--- src/rtl/apple_field_if.sv ---
// Signals between apple_field, the game-logic block and the VGA colour mux.
interface apple_field_if #(
    parameter int unsigned BIT      = 10,
    parameter int unsigned CX       = 6,
    parameter int unsigned CY       = 6,
    parameter int unsigned N_APPLES = 2
) ();
    logic [BIT-1:0]      x_pos;
    logic [BIT-1:0]      y_pos;
    logic                frame_tick;
    logic [CX-1:0]       head_x;
    logic [CY-1:0]       head_y;
    logic                head_valid;
    logic                clear;
    logic                eaten;
    logic [7:0]          eat_count;
    logic [N_APPLES-1:0] apples_valid;
    logic                apple_active;
    logic [2:0]          rgb;

    modport master (
        output x_pos, y_pos, frame_tick, head_x, head_y, head_valid, clear,
        input  eaten, eat_count, apples_valid, apple_active, rgb
    );

    modport slave (
        input  x_pos, y_pos, frame_tick, head_x, head_y, head_valid, clear,
        output eaten, eat_count, apples_valid, apple_active, rgb
    );
endinterface

--- src/rtl/apple_field.sv ---
// Apple manager for the snake game: LFSR placement, eat detection, respawn,
// and rendering of blinking/steady apples into the pixel stream.
module apple_field #(
    parameter int unsigned BIT          = 10,
    parameter int unsigned SIZE         = 10,
    parameter int unsigned CX           = 6,
    parameter int unsigned CY           = 6,
    parameter int unsigned GRID_W       = 64,
    parameter int unsigned GRID_H       = 48,
    parameter int unsigned N_APPLES     = 2,
    parameter int unsigned BLINK_FRAMES = 32,
    parameter logic [2:0]  COLOR        = 3'b100
) (
    input  logic          clk,
    input  logic          rst_n,
    apple_field_if.slave  bus
);
    localparam int unsigned BW        = $clog2(BLINK_FRAMES + 1);
    localparam logic [15:0] LFSR_SEED = 16'hACE1;

    typedef enum logic {IDLE, PICK} state_t;

    state_t              state;
    state_t              state_next;

    logic [15:0]         lfsr;
    logic [CX-1:0]       ax    [N_APPLES];
    logic [CY-1:0]       ay    [N_APPLES];
    logic [BW-1:0]       blink [N_APPLES];
    logic [N_APPLES-1:0] valid;
    logic [7:0]          frame_cnt;
    logic                eaten_q;
    logic [7:0]          eat_count_q;
    logic                active_q;
    logic [2:0]          rgb_q;

    logic [CX-1:0]       cand_x;
    logic [CY-1:0]       cand_y;
    logic                cand_ok;
    logic                found;
    logic                place_c;
    logic [N_APPLES-1:0] place_sel;
    logic [N_APPLES-1:0] hit;
    logic                eat_c;
    logic [N_APPLES-1:0] valid_next;

    assign cand_x = lfsr[CX-1:0];
    assign cand_y = lfsr[CX+CY-1:CX];

    // Candidate screening, lowest free slot, eat hits and next valid mask
    always_comb begin
        cand_ok = (32'(cand_x) < GRID_W) && (32'(cand_y) < GRID_H);
        if (bus.head_valid && (cand_x == bus.head_x) && (cand_y == bus.head_y))
            cand_ok = 1'b0;
        for (int i = 0; i < int'(N_APPLES); i++) begin
            if (valid[i] && (ax[i] == cand_x) && (ay[i] == cand_y))
                cand_ok = 1'b0;
        end

        found     = 1'b0;
        place_sel = '0;
        for (int i = 0; i < int'(N_APPLES); i++) begin
            if (!valid[i] && !found) begin
                place_sel[i] = 1'b1;
                found        = 1'b1;
            end
        end
        place_c = (state == PICK) && cand_ok && found && !bus.clear;

        hit = '0;
        if (bus.frame_tick && bus.head_valid && !bus.clear) begin
            for (int i = 0; i < int'(N_APPLES); i++)
                hit[i] = valid[i] && (ax[i] == bus.head_x) && (ay[i] == bus.head_y);
        end
        eat_c = |hit;

        if (bus.clear)
            valid_next = '0;
        else
            valid_next = (valid & ~hit) | (place_c ? place_sel : '0);
    end

    always_ff @(posedge clk or negedge rst_n) begin
        if (!rst_n) state <= PICK;
        else        state <= state_next;
    end

    // Keep picking while any slot will be empty after this edge
    always_comb begin
        state_next = state;
        case (state)
            IDLE:    if (!(&valid_next)) state_next = PICK;
            PICK:    if (&valid_next)    state_next = IDLE;
            default: state_next = PICK;
        endcase
    end

    always_ff @(posedge clk or negedge rst_n) begin
        if (!rst_n) begin
            lfsr        <= LFSR_SEED;
            valid       <= '0;
            frame_cnt   <= '0;
            eaten_q     <= 1'b0;
            eat_count_q <= '0;
            for (int i = 0; i < int'(N_APPLES); i++) begin
                ax[i]    <= '0;
                ay[i]    <= '0;
                blink[i] <= '0;
            end
        end else begin
            lfsr    <= {lfsr[14:0], lfsr[15] ^ lfsr[13] ^ lfsr[12] ^ lfsr[10]};
            valid   <= valid_next;
            eaten_q <= eat_c;
            if (bus.frame_tick)
                frame_cnt <= frame_cnt + 8'd1;
            if (bus.clear)
                eat_count_q <= '0;
            else if (eat_c && (eat_count_q != 8'hFF))
                eat_count_q <= eat_count_q + 8'd1;
            for (int i = 0; i < int'(N_APPLES); i++) begin
                if (bus.clear) begin
                    blink[i] <= '0;
                end else if (place_c && place_sel[i]) begin
                    ax[i]    <= cand_x;
                    ay[i]    <= cand_y;
                    blink[i] <= BW'(BLINK_FRAMES);
                end else if (bus.frame_tick && (blink[i] != '0)) begin
                    blink[i] <= blink[i] - BW'(1);
                end
            end
        end
    end

    // Per-apple hit box, leaving a 1-px gap on the right and bottom of each cell
    logic [BIT-1:0]      x_lo [N_APPLES];
    logic [BIT-1:0]      y_lo [N_APPLES];
    logic [N_APPLES-1:0] show;

    for (genvar g = 0; g < int'(N_APPLES); g++) begin : g_draw
        assign x_lo[g] = BIT'(ax[g]) * BIT'(SIZE);
        assign y_lo[g] = BIT'(ay[g]) * BIT'(SIZE);
        assign show[g] = valid[g]
                       && ((blink[g] == '0) || !frame_cnt[2])
                       && (bus.x_pos >= x_lo[g]) && (bus.x_pos <= x_lo[g] + BIT'(SIZE - 2))
                       && (bus.y_pos >= y_lo[g]) && (bus.y_pos <= y_lo[g] + BIT'(SIZE - 2));
    end

    always_ff @(posedge clk or negedge rst_n) begin
        if (!rst_n) begin
            active_q <= 1'b0;
            rgb_q    <= 3'b000;
        end else begin
            active_q <= |show;
            rgb_q    <= (|show) ? COLOR : 3'b000;
        end
    end

    assign bus.eaten        = eaten_q;
    assign bus.eat_count    = eat_count_q;
    assign bus.apples_valid = valid;
    assign bus.apple_active = active_q;
    assign bus.rgb          = rgb_q;
endmodule

--- src/flat_wrapper.sv ---
// flat-port wrapper written by rule: the top's interface ports become plain ports
module apple_field_flat 
#(
    parameter int unsigned BIT          = 10,
    parameter int unsigned SIZE         = 10,
    parameter int unsigned CX           = 6,
    parameter int unsigned CY           = 6,
    parameter int unsigned GRID_W       = 64,
    parameter int unsigned GRID_H       = 48,
    parameter int unsigned N_APPLES     = 2,
    parameter int unsigned BLINK_FRAMES = 32,
    parameter logic [2:0]  COLOR        = 3'b100
)
  (clk, rst_n, bus_x_pos, bus_y_pos, bus_frame_tick, bus_head_x, bus_head_y, bus_head_valid, bus_clear, bus_eaten, bus_eat_count, bus_apples_valid, bus_apple_active, bus_rgb);
  apple_field_if #(.BIT(BIT), .CX(CX), .CY(CY), .N_APPLES(N_APPLES)) bus_i ();
  input  logic clk;
  input  logic rst_n;
  input wire logic [$bits(bus_i.x_pos)-1:0] bus_x_pos;
  input wire logic [$bits(bus_i.y_pos)-1:0] bus_y_pos;
  input wire logic [$bits(bus_i.frame_tick)-1:0] bus_frame_tick;
  input wire logic [$bits(bus_i.head_x)-1:0] bus_head_x;
  input wire logic [$bits(bus_i.head_y)-1:0] bus_head_y;
  input wire logic [$bits(bus_i.head_valid)-1:0] bus_head_valid;
  input wire logic [$bits(bus_i.clear)-1:0] bus_clear;
  output wire logic [$bits(bus_i.eaten)-1:0] bus_eaten;
  output wire logic [$bits(bus_i.eat_count)-1:0] bus_eat_count;
  output wire logic [$bits(bus_i.apples_valid)-1:0] bus_apples_valid;
  output wire logic [$bits(bus_i.apple_active)-1:0] bus_apple_active;
  output wire logic [$bits(bus_i.rgb)-1:0] bus_rgb;
  assign bus_i.x_pos = bus_x_pos;
  assign bus_i.y_pos = bus_y_pos;
  assign bus_i.frame_tick = bus_frame_tick;
  assign bus_i.head_x = bus_head_x;
  assign bus_i.head_y = bus_head_y;
  assign bus_i.head_valid = bus_head_valid;
  assign bus_i.clear = bus_clear;
  assign bus_eaten = bus_i.eaten;
  assign bus_eat_count = bus_i.eat_count;
  assign bus_apples_valid = bus_i.apples_valid;
  assign bus_apple_active = bus_i.apple_active;
  assign bus_rgb = bus_i.rgb;
  apple_field #(.BIT(BIT), .SIZE(SIZE), .CX(CX), .CY(CY), .GRID_W(GRID_W), .GRID_H(GRID_H), .N_APPLES(N_APPLES), .BLINK_FRAMES(BLINK_FRAMES), .COLOR(COLOR)) u_core (.clk(clk), .rst_n(rst_n), .bus(bus_i));
endmodule
--- config.mk ---
export PLATFORM = sky130hd
export DESIGN_NAME = apple_field_flat
export DESIGN_NICKNAME = d
export VERILOG_FILES = /design/src/rtl/apple_field_if.sv /design/src/rtl/apple_field.sv /design/src/flat_wrapper.sv
export SDC_FILE = /design/constraint.sdc
export NUM_CORES = 1
export LEC_CHECK = 0
export ABC_AREA = 1
export CAP_MARGIN = 20
export CORE_MARGIN = 10
export CORE_UTILIZATION = 60
export CTS_CLUSTER_DIAMETER = 50
export DETAILED_ROUTE_END_ITERATION = 7
export PLACE_DENSITY_LB_ADDON = 0.2
export SYNTH_ARGS = -nofsm -noshare
export SYNTH_HDL_FRONTEND = slang
export SYNTH_SLANG_ARGS = --single-unit
--- constraint.sdc ---
create_clock -name clk -period 4.72 [get_ports clk]
set_clock_uncertainty 0.2 [all_clocks]
set_input_delay 1.18 -clock clk [delete_from_list [all_inputs] [get_ports clk]]
set_output_delay 1.18 -clock clk [all_outputs]
set_load 0.02 [all_outputs]
==> impl_metrics.env <==
export IMPL_status="completed"
export IMPL_rsz0062_at_grt="false"
export IMPL_yosysWarnings=0
export IMPL_critPathTopFamily="adder cells"
export IMPL_cp_slowest_cell="dfrtp_1"
export IMPL_finalPower_w=0.00195
export IMPL_ys_types=46
export IMPL_track_usage_pct=20.3
export IMPL_arrival_ps=3780
export IMPL_area_growth_pct=13.5
export IMPL_postLayoutCoreUtil_pct=70.3
export IMPL_worst_pin_slew_ps=507
export IMPL_final_net_count=1106
export IMPL_async_flop_share_pct=100
export IMPL_cp_start_kind="flip-flop"
export IMPL_die_h_um=126
export IMPL_die_area_mm2=0.0160
export IMPL_coreArea_mm2=0.0110
export IMPL_maxSlewHeadroom_pct=65.8
export IMPL_crit_path_cell_trace="ha_1, ha_1, fa_1, xor2_1, nand3_1, nor3_1, nor2_1, ha_1, nand2_1, nor2_1, nand4_1, o21ai_0, nand3_1, nand3b_1, nand2_1"
export IMPL_wl_per_cell_um=15.0
export IMPL_reg2reg_depth=15
export IMPL_grt_max_degree=48
export IMPL_setup_ws_ps=1020
export IMPL_worstReg2RegStart="u_core.ax[1]$_DFFE_PN0P_"
export IMPL_ant_nets=0
export IMPL_clk_pin_slew_worst_paths_ps=50
export IMPL_pre_cts_slack_ps=1120
export IMPL_firstDrtPassIters=5
export IMPL_max_stage_delay_ps=450
export IMPL_die_w_um=126
export IMPL_cpMostUsedCell="ha_1"
export IMPL_nFillCells=921
export IMPL_fmax_ghz=0.270
export IMPL_start_util_pct=61.9
export IMPL_first_iter_violations=515
export IMPL_layout_drive_gt1_share_pct=7.08
export IMPL_gp_congestion=0.964
export IMPL_antenna_cells=0
export IMPL_pwr_density_cell_mw_per_mm2=253
export IMPL_grt_pass1_wl_um=27300
export IMPL_r2r_end="u_core.bus.rgb[2]$_DFF_PN0_"
export IMPL_via_per_inst=5.55
export IMPL_hold_viol_final=0
export IMPL_maxCapViolCount=0
export IMPL_fin_crit_ps=3700
export IMPL_cts_tree="built"
export IMPL_yosysSeqAreaShare_pct=25.2
export IMPL_clkLatencyLatePin_ps=330
export IMPL_min_path_cells=0
export IMPL_clock_sinks=68
export IMPL_yosys_most_used_dff="dfrtp_1"
export IMPL_critPathLaunch="u_core.ax[1]$_DFFE_PN0P_"
export IMPL_worstSetupPathType="reg2reg"
export IMPL_h_tree_depth=3
export IMPL_cts_buffers=9
export IMPL_grt_antenna_before_repair=0
export IMPL_drc_errors=0
export IMPL_hold_path_class="reg2reg"
export IMPL_worstSetupEndpoint="u_core.bus.rgb[2]$_DFF_PN0_"
export IMPL_p_leak_nw=3.74
export IMPL_layout_commonest_cell="nand2_1"
export IMPL_r2r_setup_slack_ps=1020
export IMPL_worstSetupEndpointType="flip-flop"
export IMPL_worstPathRequired_ps=4790
export IMPL_port_buffers=49
export IMPL_overflow=0
export IMPL_cts_hold_buffers=0
export IMPL_grt_pass1_vias=5686
export IMPL_crit_cells=15
export IMPL_post_synth_cell_area_avg_um2=7.52
export IMPL_fp_row_count=38
export IMPL_critPathBufInv=0
export IMPL_period_share_pct=78.4
export IMPL_setup_viol=0
export IMPL_syn_inst=904
export IMPL_clock_path_buffers=2
export IMPL_postCtsSetupBuffers=0
export IMPL_io_pins=52
export IMPL_netlist_area_mm2=0.00680
export IMPL_cts_resized=0
export IMPL_routed_wl_um=16500
export IMPL_root_buffer="clkbuf_16"
export IMPL_final_cell_mix="nand2_1, inv_1, ha_1"
export IMPL_synth_edf_count=0
export IMPL_irDropWorstVdd_mv=0.247
export IMPL_ys_seq_elements=68
export IMPL_slew_violations=0
export IMPL_vias=6101
export IMPL_setup_tns_ps=0
export IMPL_dpl_hpwl_um=13200
export IMPL_crit_fanout=6
## cell type report
class / count / area, µm² / share of cell area [%]
Clock buffer: 12 / 246 / 3.19
Clock inverter: 4 / 72.6 / 0.940
Inverter: 130 / 488 / 6.32
Multi-Input combinational cell: 695 / 4510 / 58.4
Sequential cell: 68 / 1710 / 22.2
Tap cell: 140 / 175 / 2.27
Timing Repair Buffer: 51 / 513 / 6.65
## layer usage
metal | vias up | track usage, % | wire (µm)
met1 | 2794 | 26.9 | 7630
met5 | - | 0 | 0
li1 | 3114 | - | -
met3 | 26 | 4.21 | 908
met2 | 167 | 32.3 | 7710
met4 | 0 | 6.03 | 293
## cell families after synthesis
kind of cell / Yosys count / share of synthesized area (%)
fa+ha+maj: 114 / 21.4
mux: 1 / 0.166
other cells: 1 / 0.0552
xor+xnor: 62 / 7.99
buf+inv: 142 / 8.52
simple gates: 395 / 26.2
flops: 68 / 25.2
compound gates: 121 / 10.4
## through the flow
| stage | cells | area [µm²] | hold WS [ps] |
|---|---|---|---|
| final | 1100 | 7720 | 154 |
| after global routing | 1100 | 7720 | 166 |
| after CTS | 1099 | 7700 | 160 |
| after detailed placement | 1083 | 7380 | 145 |
| after global placement | 1083 | 7380 | 139 |
| after floorplan | 905 | 6800 | 133 |
## flip-flops by register name (all words and copies together), names as in the netlist
register	count
u_core.bus.eat_count	8
u_core.bus.eaten	1
u_core.lfsr	16
u_core.ay	12
u_core.blink	12
u_core.ax	12
u_core.state	1
u_core.bus.apples_valid	2
u_core.bus.rgb	1
u_core.frame_cnt	3
## where the power goes
part | leakage, nW | switching [W] | internal, W
logic | 2.69 | 0.000313 | 0.000220
clock network | 0.153 | 0.000248 | 0.000476
registers | 0.903 | 0.0000560 | 0.000642
## Yosys cell counts, types with 3 or more instances
cell / number / area share, %
o21ai_1: 16 / 1.2
nor3b_1: 7 / 0.77
nand2_1: 190 / 10
nand4_1: 37 / 3.4
dfstp_2: 9 / 3.5
a31oi_1: 5 / 0.46
nand3b_1: 3 / 0.33
o22ai_1: 3 / 0.28
ha_1: 110 / 20
o41ai_1: 3 / 0.39
nor4_1: 4 / 0.37
xnor2_1: 38 / 4.9
a21oi_1: 48 / 3.5
o21ai_2: 12 / 1.5
nand3_1: 41 / 3.0
inv_2: 14 / 0.77
xor2_1: 24 / 3.1
fa_1: 4 / 1.2
dfrtp_1: 59 / 22
o21ai_0: 22 / 1.6
nand2_2: 5 / 0.46
buf_4: 6 / 0.66
o21a_1: 3 / 0.33
nor2_1: 74 / 4.1
inv_1: 116 / 6.4
buf_6: 3 / 0.50
nor3_1: 24 / 1.8
## worst min path at each step
| stage | from | to | slack [ps] |
|---|---|---|---|
| after global routing | u_core.lfsr[14]$_DFF_PN0_ | u_core.lfsr[15]$_DFF_PN1_ | 170 |
| after CTS | u_core.lfsr[14]$_DFF_PN0_ | u_core.lfsr[15]$_DFF_PN1_ | 160 |
| after floorplan | u_core.lfsr[14]$_DFF_PN0_ | u_core.lfsr[15]$_DFF_PN1_ | 130 |
| final | u_core.lfsr[14]$_DFF_PN0_ | u_core.lfsr[15]$_DFF_PN1_ | 150 |
| after detailed placement | u_core.lfsr[14]$_DFF_PN0_ | u_core.lfsr[15]$_DFF_PN1_ | 140 |
| after global placement | u_core.lfsr[14]$_DFF_PN0_ | u_core.lfsr[15]$_DFF_PN1_ | 140 |
Power figures use the tool's default switching activity.
